`config.mk`:
```
export PLATFORM = sky130hd
export DESIGN_NAME = seg7_readback
export DESIGN_NICKNAME = d
export VERILOG_FILES = /design/src/rtl/seg7_readback.sv
export SDC_FILE = /design/constraint.sdc
export NUM_CORES = 1
export LEC_CHECK = 0
export CAP_MARGIN = 10
export CELL_PAD_IN_SITES_DETAIL_PLACEMENT = 0
export CELL_PAD_IN_SITES_GLOBAL_PLACEMENT = 1
export CORE_ASPECT_RATIO = 0.6
export CORE_UTILIZATION = 43
export CTS_CLUSTER_SIZE = 25
export DETAILED_ROUTE_END_ITERATION = 8
export HOLD_SLACK_MARGIN = 0.1
export PLACE_DENSITY = 0.88
export SETUP_SLACK_MARGIN = 0.2
export SKIP_CTS_REPAIR_TIMING = 1
export SYNTH_ARGS = -nofsm -noshare
export SYNTH_HDL_FRONTEND = slang
export SYNTH_SLANG_ARGS = --single-unit
```
`constraint.sdc`:
```
create_clock -name i_clk -period 3.3 [get_ports i_clk]
set_clock_uncertainty 0.15 [all_clocks]
set_input_delay 0.66 -clock i_clk [delete_from_list [all_inputs] [get_ports i_clk]]
set_output_delay 0.66 -clock i_clk [all_outputs]
set_load 0.03 [all_outputs]
```
`src/rtl/seg7_readback.sv`:
```
// Seven-segment readback decoder: watches the scanner's anode/segment buses, waits for
// each select/segment pair to settle, and rebuilds the BCD image plus error status.
module seg7_readback #(
    parameter int NUM_DIG    = 4,
    parameter int STABLE_CYC = 4
) (
    input  logic                   i_clk,
    input  logic                   i_rst_n,
    input  logic                   i_clr,
    input  logic [NUM_DIG-1:0]     i_dig_sel,
    input  logic [7:0]             i_seg_in,
    output logic [4*NUM_DIG-1:0]   o_digits_out,
    output logic [NUM_DIG-1:0]     o_dp_out,
    output logic [NUM_DIG-1:0]     o_dig_valid,
    output logic [NUM_DIG-1:0]     o_dig_err,
    output logic [7:0]             o_err_cnt,
    output logic                   o_frame_done
);

    localparam logic [1:0]         ST_IDLE  = 2'd0;
    localparam logic [1:0]         ST_TRACK = 2'd1;
    localparam logic [1:0]         ST_HELD  = 2'd2;
    localparam logic [7:0]         CNT_MAX  = 8'(STABLE_CYC);
    localparam logic [NUM_DIG-1:0] ALL_SEEN = '1;

    logic [1:0]           r_state;
    logic [7:0]           r_cnt;
    logic [NUM_DIG-1:0]   r_prev_sel;
    logic [7:0]           r_prev_seg;
    logic                 r_prev_legal;
    logic [4*NUM_DIG-1:0] r_digits;
    logic [NUM_DIG-1:0]   r_dp;
    logic [NUM_DIG-1:0]   r_valid;
    logic [NUM_DIG-1:0]   r_err;
    logic [7:0]           r_err_cnt;
    logic [NUM_DIG-1:0]   r_seen;
    logic                 r_frame;

    logic [3:0]           w_low_cnt;
    logic                 w_legal;
    logic                 w_same;
    logic [NUM_DIG-1:0]   w_sel_mask;
    logic                 w_dec_ok;
    logic [3:0]           w_dec_val;
    logic [1:0]           w_state_nxt;
    logic [7:0]           w_cnt_nxt;
    logic                 w_commit;
    logic                 w_do_commit;
    logic [NUM_DIG-1:0]   w_seen_nxt;

    // A select is legal only with exactly one anode driven low.
    always_comb begin
        w_low_cnt = 4'd0;
        for (int i = 0; i < NUM_DIG; i++) begin
            w_low_cnt = w_low_cnt + {3'b000, ~i_dig_sel[i]};
        end
    end

    assign w_legal    = (w_low_cnt == 4'd1);
    assign w_sel_mask = ~i_dig_sel;
    assign w_same     = r_prev_legal && (i_dig_sel == r_prev_sel) && (i_seg_in == r_prev_seg);

    always_comb begin
        w_dec_ok  = 1'b1;
        w_dec_val = 4'd0;
        case (i_seg_in[7:1])
            7'b0000001: w_dec_val = 4'd0;
            7'b1001111: w_dec_val = 4'd1;
            7'b0010010: w_dec_val = 4'd2;
            7'b0000110: w_dec_val = 4'd3;
            7'b1001100: w_dec_val = 4'd4;
            7'b0100100: w_dec_val = 4'd5;
            7'b0100000: w_dec_val = 4'd6;
            7'b0001101: w_dec_val = 4'd7;
            7'b0000000: w_dec_val = 4'd8;
            7'b0000100: w_dec_val = 4'd9;
            default:    w_dec_ok  = 1'b0;
        endcase
    end

    // Commit fires only on the TRACK->HELD transition, so a long hold commits once.
    always_comb begin
        w_state_nxt = r_state;
        w_cnt_nxt   = r_cnt;
        w_commit    = 1'b0;
        if (!w_legal) begin
            w_state_nxt = ST_IDLE;
            w_cnt_nxt   = 8'd0;
        end else if (!w_same) begin
            w_state_nxt = ST_TRACK;
            w_cnt_nxt   = 8'd1;
        end else begin
            if (r_cnt != CNT_MAX) begin
                w_cnt_nxt = r_cnt + 8'd1;
            end
            if ((r_state == ST_TRACK) && (w_cnt_nxt == CNT_MAX)) begin
                w_commit    = 1'b1;
                w_state_nxt = ST_HELD;
            end
        end
    end

    assign w_do_commit = w_commit && !i_clr;

    always_ff @(posedge i_clk or negedge i_rst_n) begin
        if (!i_rst_n) begin
            r_state      <= ST_IDLE;
            r_cnt        <= 8'd0;
            r_prev_sel   <= '1;
            r_prev_seg   <= '1;
            r_prev_legal <= 1'b0;
        end else begin
            r_state      <= w_state_nxt;
            r_cnt        <= w_cnt_nxt;
            r_prev_sel   <= i_dig_sel;
            r_prev_seg   <= i_seg_in;
            r_prev_legal <= w_legal;
        end
    end

    // The digit image survives CLR; only the status view is wiped.
    always_ff @(posedge i_clk or negedge i_rst_n) begin
        if (!i_rst_n) begin
            r_digits  <= '0;
            r_dp      <= '1;
            r_valid   <= '0;
            r_err     <= '0;
            r_err_cnt <= 8'd0;
        end else if (i_clr) begin
            r_valid   <= '0;
            r_err     <= '0;
            r_err_cnt <= 8'd0;
        end else if (w_do_commit) begin
            for (int k = 0; k < NUM_DIG; k++) begin
                if (w_sel_mask[k]) begin
                    if (w_dec_ok) begin
                        r_digits[4*k +: 4] <= w_dec_val;
                        r_dp[k]            <= i_seg_in[0];
                        r_valid[k]         <= 1'b1;
                    end else begin
                        r_err[k] <= 1'b1;
                    end
                end
            end
            if (!w_dec_ok && (r_err_cnt != 8'hFF)) begin
                r_err_cnt <= r_err_cnt + 8'd1;
            end
        end
    end

    // A full seen-mask produces the frame pulse and empties itself on the same edge.
    always_comb begin
        w_seen_nxt = (i_clr || (r_seen == ALL_SEEN)) ? '0 : r_seen;
        if (w_do_commit) begin
            w_seen_nxt = w_seen_nxt | w_sel_mask;
        end
    end

    always_ff @(posedge i_clk or negedge i_rst_n) begin
        if (!i_rst_n) begin
            r_seen  <= '0;
            r_frame <= 1'b0;
        end else begin
            r_seen  <= w_seen_nxt;
            r_frame <= (r_seen == ALL_SEEN) && !i_clr;
        end
    end

    assign o_digits_out = r_digits;
    assign o_dp_out     = r_dp;
    assign o_dig_valid  = r_valid;
    assign o_dig_err    = r_err;
    assign o_err_cnt    = r_err_cnt;
    assign o_frame_done = r_frame;

endmodule

```
# Yosys cells after proc, flatten, opt, wreduce, memory -nomap -nowiden
# Cells that the tools add are included.
[totals] ff_bits=64 output_inout_bits=37 wordCells=118
[op_classes] reduce_logical=31 n_addsub=5 eq_ne=19 n_mux=32 n_bitwise=7
[op_table] op="2-to-1 mux 8 bit" n=8
[op_table] op="one-hot mux 4 bit (9 select lines)" n=1
[op_table] op="2-to-1 mux 4 bit" n=6
[op_table] op="AND reduction 3 bit" n=8
[op_table] op="adder 8 x 1 -> 8 bit (second input constant)" n=2
[op_table] op="AND reduction 4 bit" n=4
[op_table] op="equality test 7 x 3 -> 1 bit (second input constant)" n=2
[op_table] op="equality test 7 x 6 -> 1 bit (second input constant)" n=2
[op_table] op="equality test 7 bit (second input constant)" n=2
[op_table] op="2-to-1 mux 1 bit" n=14
[op_table] op="nonzero test 2 bit" n=7
[op_table] op="OR reduction 10 bit" n=1
[op_table] op="equality test 8 x 3 -> 1 bit (second input constant)" n=1
[op_table] op="equality test 8 bit" n=1
[op_table] op="!= test 8 x 3 -> 1 bit (second input constant)" n=1
[op_table] op="!= test 8 bit (second input constant)" n=1
[op_table] op="equality test 7 x 1 -> 1 bit (second input constant)" n=1
[op_table] op="equality test 7 x 4 -> 1 bit (second input constant)" n=1
[op_table] op="equality test 7 x 5 -> 1 bit (second input constant)" n=1
[op_table] op="zero test 7 bit" n=1
[op_table] op="logical AND 1 bit" n=6
[op_table] op="2-to-1 mux 2 bit" n=3
[op_table] op="inverter 1 bit" n=5
[op_table] op="adder 3 x 1 -> 4 bit" n=1
[op_table] op="13 further kinds" n=14

# Longest topological paths before layout
# Gate-level depths: netlist of run 1.
[logic_depth] word_depth=14 depth_mapped=12 ltp_nobuf=11

# Least setup slack after synthesis of run 1
# OpenSTA, ideal clock, no wires.
[synth_path] path_type="input to register" from="in i_dig_sel[0]" to="reg r_err_cnt[4], in the netlist o_err_cnt[4]" path_buffers=1 slack_ns=-0.472 arrival_ns=3.497 cell_stages=12 path_cell_list="fa_1 inv_1 ha_1 ha_1 or3b_4 inv_1 and3_1 nand4_4 or3_4 buf_6 nor3_1 mux2_2"
[synth_between] elab_chain_len=9 word_cells_on_any_way=13 classes_between="add/sub (3); eq/ne (2); mux (2); bitwise (1); reduce/logical (5)"
[synth_lines] item="start: declaration" line_no="10" text="input logic [NUM_DIG-1:0] i_dig_sel,"
[synth_lines] item="inverter 1 bit" line_no="55" text="w_low_cnt = w_low_cnt + {3'b000, ~i_dig_sel[i]};"
[synth_lines] item="adder 1 x 1 -> 2 bit" line_no="55"
[synth_lines] item="adder 2 x 1 -> 3 bit" line_no="55"
[synth_lines] item="adder 3 x 1 -> 4 bit" line_no="55"
[synth_lines] item="equality test 4 x 1 -> 1 bit" line_no="59" text="assign w_legal = (w_low_cnt == 4'd1);"
[synth_lines] item="net w_legal" line_no="40" text="logic w_legal;"
[synth_lines] item="2-to-1 mux 1 bit" line_no="86" text="if (!w_legal) begin"
[synth_lines] item="logical AND 1 bit" line_no="103" text="assign w_do_commit = w_commit && !i_clr;"
[synth_lines] item="nonzero test 2 bit (no source line)"
[synth_lines] item="AND reduction 2 bit (no source line)"
[synth_lines] item="end signal: assignment" line_no="146" text="r_err_cnt <= r_err_cnt + 8'd1;"
[synth_lines] item="end: declaration" line_no="35" text="logic [7:0] r_err_cnt;"
# The timed path passes the listed nets, and every way through them passes these cells.
# A chain may end at the register's enable or synchronous reset.

# Final worst setup path of run 1
[layout_path] from="in i_dig_sel[1]" to="reg r_digits[10], in the netlist o_digits_out[10]"
[layout_between] elab_chain_len=8 word_cells_on_any_way=12 classes_between="add/sub (3); eq/ne (2); mux (2); bitwise (1); reduce/logical (4)"
[layout_lines] item="inverter 1 bit" line_no="55"
[layout_lines] item="adder 1 x 1 -> 2 bit" line_no="55"
[layout_lines] item="adder 2 x 1 -> 3 bit" line_no="55"
[layout_lines] item="adder 3 x 1 -> 4 bit" line_no="55"
[layout_lines] item="equality test 4 x 1 -> 1 bit" line_no="59"
[layout_lines] item="2-to-1 mux 1 bit *" line_no="86"
[layout_lines] item="logical AND 1 bit *" line_no="103"
[layout_lines] item="AND reduction 4 bit (no source line) *"
[layout_lines] item="end signal: indexed assignment" line_no="137" text="r_digits[4*k +: 4] <= w_dec_val;"
[layout_lines] item="end: declaration" line_no="31" text="logic [4*NUM_DIG-1:0] r_digits;"
# Mark *: on every way between the ends. The rest lies on a longest branch, timed or not.

==> flow_summary_export.csv, run 1 <==
group,metric,value,unit
floorplanning,die_w,117,microns
cells_and_area,diodes,0,
global_route,grt_start_max_net_pins,36,
routing,routed_via_density,5.26,
clock_network,htreeDepth,3,
sta,rsz0062_at_grt,"true",
clock_network,clk_latency,0.33,ns
routing,drcViolationCount,0,
synth,synthAdderAreaFrac,2.42,%
global_route,grt.overflow.total,0,
global_route,grt_pass1_vias,2530,
routing,wire_per_inst,16.5,microns
floorplanning,num_io_pins,52,
synth,synth-compound-area-share,7.99,%
critical_path,crit_required,3.36,ns
synth,synth.largest_area_cell,"dfrtp_1",
place,placed_area,4260,sq um
synth,synthArstFlopShare,100,%
critical_path,critPathTopFamily,"simple AND/OR/NAND/NOR gates",
critical_path,arrival,3.51,ns
routing,route.final.wire_length,8.12,mm
cells_and_area,register_area,1620,sq um
synth,ys_top_cells_by_area,"dfrtp_1 (35%), dfstp_2 (12%), mux2_4 (8.8%)",
floorplanning,fp.dieArea,8310,sq um
sta,final_max_slew_viol_count,0,
pwr,peakVddDrop,0.239,mV
cells_and_area,fin_area,4710,sq um
critical_path,worst-path-buf-inv,2,
place,post-place-ws,-0.957,ns
clock_network,clock_sinks,64,
synth,synth_cells,299,
cells_and_area,fin_util,63.1,%
synth,synthMuxAreaShare,9.79,%
cells_and_area,fillers,590,
sta,post-route-period-util,104,%
synth,synth_fp_nets,320,
synth,avgSynthCellArea,11.4,sq um
cells_and_area,nets,404,
critical_path,critPathKind,"primary input to flop",
sta,max_freq,290,MHz
place,dp_hpwl,5.86,mm
cells_and_area,fin_cells,492,
floorplanning,rows,24,
cells_and_area,area_delta_synth_final,38.2,%
synth,synth_top_area_share,35.2,%
synth,synth_xor_area_share,5.32,%
synth,synth_edf_count,0,
place,io_buffers,51,
routing,num_vias,2588,
routing,drtPass1Iterations,4,
critical_path,critPathSlowestCell,"fa_1",
outcome,run_status,"finished, violations left",
critical_path,critPathMaxStageDelay,0.54,ns
place,dp.cells,473,
sta,fin_tns_setup,-3.69,ns
pwr,power.leakage,0.00204,uW
synth,synthSimpleGateAreaFrac,21.2,%
sta,worst_slew_pin_slew,0.821,ns
global_route,grt.total_usage,21.5,%
routing,drt_iter0_drc,207,
synth,synth_top_family_by_area,"simple AND/OR/NAND/NOR gates",
floorplanning,die_h,71,microns
cells_and_area,multiInputGateArea,1760,sq um
cells_and_area,drive_above_1_share,37.4,%
place,gp_congestion,0.821,
sta,hold_viol,0,
global_route,grt_first_pass_wirelength,13.2,mm
worst_hold_path,min_path_type,"primary input to asynchronous set/reset pin",
outcome,violations,"setup timing",
clock_network,clk_pin_slew,0.05,ns
synth,yosysMostFrequentCell,"dfrtp_1",
critical_path,end_kind,"flop",
critical_path,worstPathMaxFanout,5,
sta,min_period,3.44,ns
synth,yosysSeqAreaShare,47.5,%
critical_path,cpMostUsedCell,"ha_4",
flow_run,drv_cap,0,
synth,ys_top_cells_by_count,"dfrtp_1 (48), a21oi_1 (21), mux2_4 (20)",
synth,netlist_area,3410,sq um
global_route,antenna_found_initial,0,
clock_network,cts_tree,"done",
synth,ys_warn_count,0,
sta,max_slew_margin,45.3,%
floorplanning,coreArea,7480,sq um
clock_network,cts_buffer_depth,2,
clock_network,cts_buffers,9,
critical_path,crit_chain,"buf_6 > fa_1 > inv_2 > ha_4 > ha_4 > or3b_4 > nor4_4 > and4_4 > nand4b_4 > or3_4 > mux2_4",
clock_network,root_buffer,"clkbuf_16",
sta,setup_viol,32,
synth,ys_types,54,
pwr,p_per_area,412,nW/um^2
routing,antenna_left,0,
synth,synthFlopType,"dfrtp_1",
floorplanning,start_util,45.6,%
sta,setup_slack,-0.143,ns
critical_path,cp-start-kind,"primary input",
synth,ys_seq_elements,64,
-- sequential cells by signal, indices dropped and copies added, names as in the netlist --
name and flops:
r_prev_sel 4, r_seen 4, o_err_cnt 8, r_prev_seg 8, o_dig_valid 4, r_prev_legal 1
r_cnt 8, o_digits_out 16, r_state 2, o_dp_out 4, o_dig_err 4, o_frame_done 1
-- cell type report --
type	count	share of cell area, %
Multi-Input combinational cell	198	37.3
Tap cell	104	2.76
Sequential cell	64	34.4
Clock buffer	10	4.86
Timing Repair Buffer	91	17.7
Inverter	19	1.51
Clock inverter	6	1.49
-- logic make-up (layout without fill, tap and decap cells) --
group | Yosys count | in the layout
simple gates | 106 | 106
flops | 64 | 64
compound gates | 44 | 44
buf+inv | 37 | 126
mux | 23 | 23
xor+xnor | 19 | 19
fa+ha+maj | 6 | 6
-- power breakdown --
group          total, uW  leakage [uW]  internal, uW  switching (uW)
clock                938      0.000147           588             350
sequential           816      0.000836           806            10.1
combinational        188       0.00106          82.4             105
-- metrics by stage --
step | power [uW] | hold WS (ns)
final | 1940 | 0.278
after global routing | 2020 | 0.338
after CTS | 1950 | 0.301
after floorplan | 913 | 0.214
after detailed placement | 1000 | 0.334
after global placement | 1000 | 0.317
-- routing by layer --
metal	vias to the layer above	track usage, %	part of all wire (%)
met5	-	0	0
met4	0	3.94	0.59
met3	7	7.20	5.0
met2	62	29.3	42
met1	1292	33.2	52
li1	1227	-	-
-- layout by cell type, fill, tap and decap left out, types with 3 or more instances in the layout --
cell	instances
clkdlybuf4s50_1	47
xnor2_1	5
xor2_1	12
clkinv_4	4
inv_1	17
o21ai_0	8
nor3b_1	5
nor2_1	15
a21oi_2	8
o31ai_1	3
a21oi_1	13
nand2_1	12
clkbuf_16	9
or3_4	12
dfstp_2	16
nor3_2	3
nand3_1	8
o21ai_1	3
and3_1	4
nor4_4	3
or3_1	5
nand4_1	4
buf_4	37
ha_1	3
mux2_4	21
dfrtp_1	48
nor2b_1	7
-- worst reg2reg max path, cell delays in order, from the launching register on --
cell and delay (ns):
dfrtp_1 0.43, ha_1 0.30, xnor2_1 0.19, a2111oi_2 0.39, o2111a_2 0.31, nand4b_4 0.15
or3_4 0.48, mux2_4 0.32
-- final timing paths --
path                              startpoint                to  slack (ns)  depth (start not counted)
worst min register to register     r_seen[2]         r_seen[2]        0.35                          2
max in group asynchronous            i_rst_n     r_prev_sel[2]        2.01                          2
min in group i_clk                 r_seen[2]         r_seen[2]        0.35                          2
worst max register to register      r_cnt[0]  o_digits_out[10]        0.47                          7
worst max-delay path            i_dig_sel[1]  o_digits_out[10]       -0.14                         11
worst min-delay path                 i_rst_n          r_cnt[2]        0.28                          1
Note: power is estimated with default switching activity, not from simulation.
==> inputs of run 2 (changes only) <==
--- a/config.mk
+++ b/config.mk
@@ -13,5 +13,5 @@
 export CTS_CLUSTER_SIZE = 25
 export DETAILED_ROUTE_END_ITERATION = 8
-export HOLD_SLACK_MARGIN = 0.1
+export HOLD_SLACK_MARGIN = 0.03
 export PLACE_DENSITY = 0.88
 export SETUP_SLACK_MARGIN = 0.2
==> constraint.sdc (replaced) <==
create_clock -name i_clk -period 3.3 [get_ports i_clk]
set_clock_uncertainty 0.15 [all_clocks]
set_input_delay 0.495 -clock i_clk [delete_from_list [all_inputs] [get_ports i_clk]]
set_output_delay 0.495 -clock i_clk [all_outputs]
set_load 0.03 [all_outputs]
==> run 2 against run 1 <==
Effect of this change:
- the run still ends with setup timing left
- highest routed layer unchanged
- utilization decreased by 1.1 points
- power decreased by 4.9%
- register-to-register slack got worse by 0.15 ns
- flip-flop and latch count unchanged
==> flow_summary_export.csv, run 2 (same netlist as run 1, synthesis figures left out) <==
group,metric,value,unit
sta,final_max_slew_viol_count,0,
place,dp.cells,464,
clock_network,htreeDepth,3,
pwr,finalPower,1850,uW
clock_network,root_buffer,"clkbuf_16",
cells_and_area,drive_above_1_share,35.8,%
pwr,p_per_area,399,nW/um^2
floorplanning,coreArea,7480,sq um
clock_network,cts_buffer_depth,2,
floorplanning,start_util,45.6,%
global_route,grt.overflow.total,0,
sta,setup_viol,26,
flow_run,drv_cap,0,
critical_path,cpMostUsedCell,"buf_6",
cells_and_area,final_cell_mix,"dfrtp_1 (48), clkdlybuf4s50_1 (47), buf_4 (30)",
floorplanning,num_io_pins,52,
sta,hold_viol,0,
cells_and_area,mostFrequentLayoutCell,"dfrtp_1",
sta,min_period,3.42,ns
critical_path,arrival,3.49,ns
routing,drcViolationCount,0,
floorplanning,die_w,117,microns
critical_path,critPathSlowestCell,"fa_1",
global_route,grt.total_usage,21.8,%
critical_path,crit_chain,"buf_6 > fa_1 > inv_1 > ha_2 > ha_4 > or3b_4 > buf_6 > nor4_4 > and4_4 > nand4b_4 > or3_4 > mux2_4",
cells_and_area,nets,399,
routing,drtPass1Iterations,4,
floorplanning,rows,24,
clock_network,clock_sinks,64,
clock_network,cts_buffers,9,
sta,rsz0062_at_grt,"true",
sta,max_freq,292,MHz
clock_network,clk_pin_slew,0.06,ns
pwr,peakVddDrop,0.218,mV
critical_path,cp-start-kind,"primary input",
place,io_buffers,51,
critical_path,end_kind,"flop",
critical_path,critPathMaxStageDelay,0.53,ns
routing,drt_iter0_drc,165,
place,gp_congestion,0.787,
sta,max_slew_margin,28.2,%
routing,route.final.wire_length,8.57,mm
cells_and_area,fin_cells,487,
critical_path,crit_required,3.36,ns
routing,antenna_left,0,
sta,worst_slew_pin_slew,1.08,ns
global_route,antenna_found_initial,0,
clock_network,cts_tree,"done",
routing,routed_via_density,5.36,
sta,fin_tns_setup,-1.96,ns
clock_network,clk_latency,0.34,ns
floorplanning,fp.dieArea,8310,sq um
critical_path,critPathKind,"primary input to flop",
routing,wire_per_inst,17.6,microns
sta,setup_slack,-0.124,ns
critical_path,worstPathMaxFanout,5,
cells_and_area,area_delta_synth_final,35.8,%
outcome,violations,"setup timing",
routing,num_vias,2608,
cells_and_area,largest_register_ffs,16,
outcome,run_status,"finished, violations left",
worst_hold_path,min_path_type,"primary input to asynchronous set/reset pin",
global_route,grt_start_max_net_pins,49,
critical_path,regToRegSetupSlack,0.32,ns
floorplanning,die_h,71,microns
global_route,grt_pass1_vias,2512,
global_route,grt_first_pass_wirelength,13.3,mm
cells_and_area,diodes,0,
pwr,power.leakage,0.00198,uW
sta,post-route-period-util,104,%
cells_and_area,fillers,595,
place,dp_hpwl,5.77,mm
run 2: worst paths after layout:
check / startpoint / endpoint / cells after the start
min in group i_clk: i_dig_sel[3] / r_prev_sel[3] / 2
setup / recovery: i_dig_sel[1] / o_digits_out[9] / 12
hold / removal: i_rst_n / o_digits_out[8] / 1
max in group asynchronous: i_rst_n / r_prev_seg[4] / 2
setup reg to reg: r_cnt[0] / o_err_cnt[5] / 8
hold reg to reg: r_seen[1] / r_seen[1] / 2
run 2: where the power goes:
part,switching [uW],internal (uW)
clock,346,503
sequential,10.5,806
combinational,105,76.1
total,462,1390
run 2: stage by stage:
stage | worst slack, ns | hold slack, ns | utilization, % | cell area [sq um]
4_1_cts | -0.458 | 0.251 | 59.3 | 4430
6_report | -0.124 | 0.211 | 62.0 | 4630
2_1_floorplan | -0.120 | 0.0494 | - | 3460
3_5_place_dp | -0.774 | 0.326 | 55.7 | 4170
5_1_grt | -0.162 | 0.279 | 62.0 | 4630
3_3_place_gp | -0.710 | 0.321 | 55.7 | 4170
run 2: final cells by class:
type                    instances  area (sq um)  share of cell area (%)
multi-input cells             199          1780                    38.4
flip-flops and latches         64          1620                    35.0
repair buffers                 85           767                    16.6
clock buffers                  10           229                    4.94
well taps                     104           130                    2.81
inverters                      19          71.3                    1.54
clock inverters                 6          36.3                   0.783
run 2: worst max-delay path: cells and delay by family:
kind,cells,cell delay (ns)
and+or+nand+nor,5,1.48
muxes,1,0.32
buffers and inverters,3,0.28
adders and majority gates,3,0.91
run 2: routing by layer:
| layer | global-route usage, % | part of all wire (%) | up-vias |
|---|---|---|---|
| li1 | - | - | 1220 |
| met1 | 32.4 | 50 | 1310 |
| met2 | 30.4 | 43 | 67 |
| met3 | 7.11 | 5.1 | 11 |
| met4 | 6.19 | 1.4 | 0 |
| met5 | 0 | 0 | - |
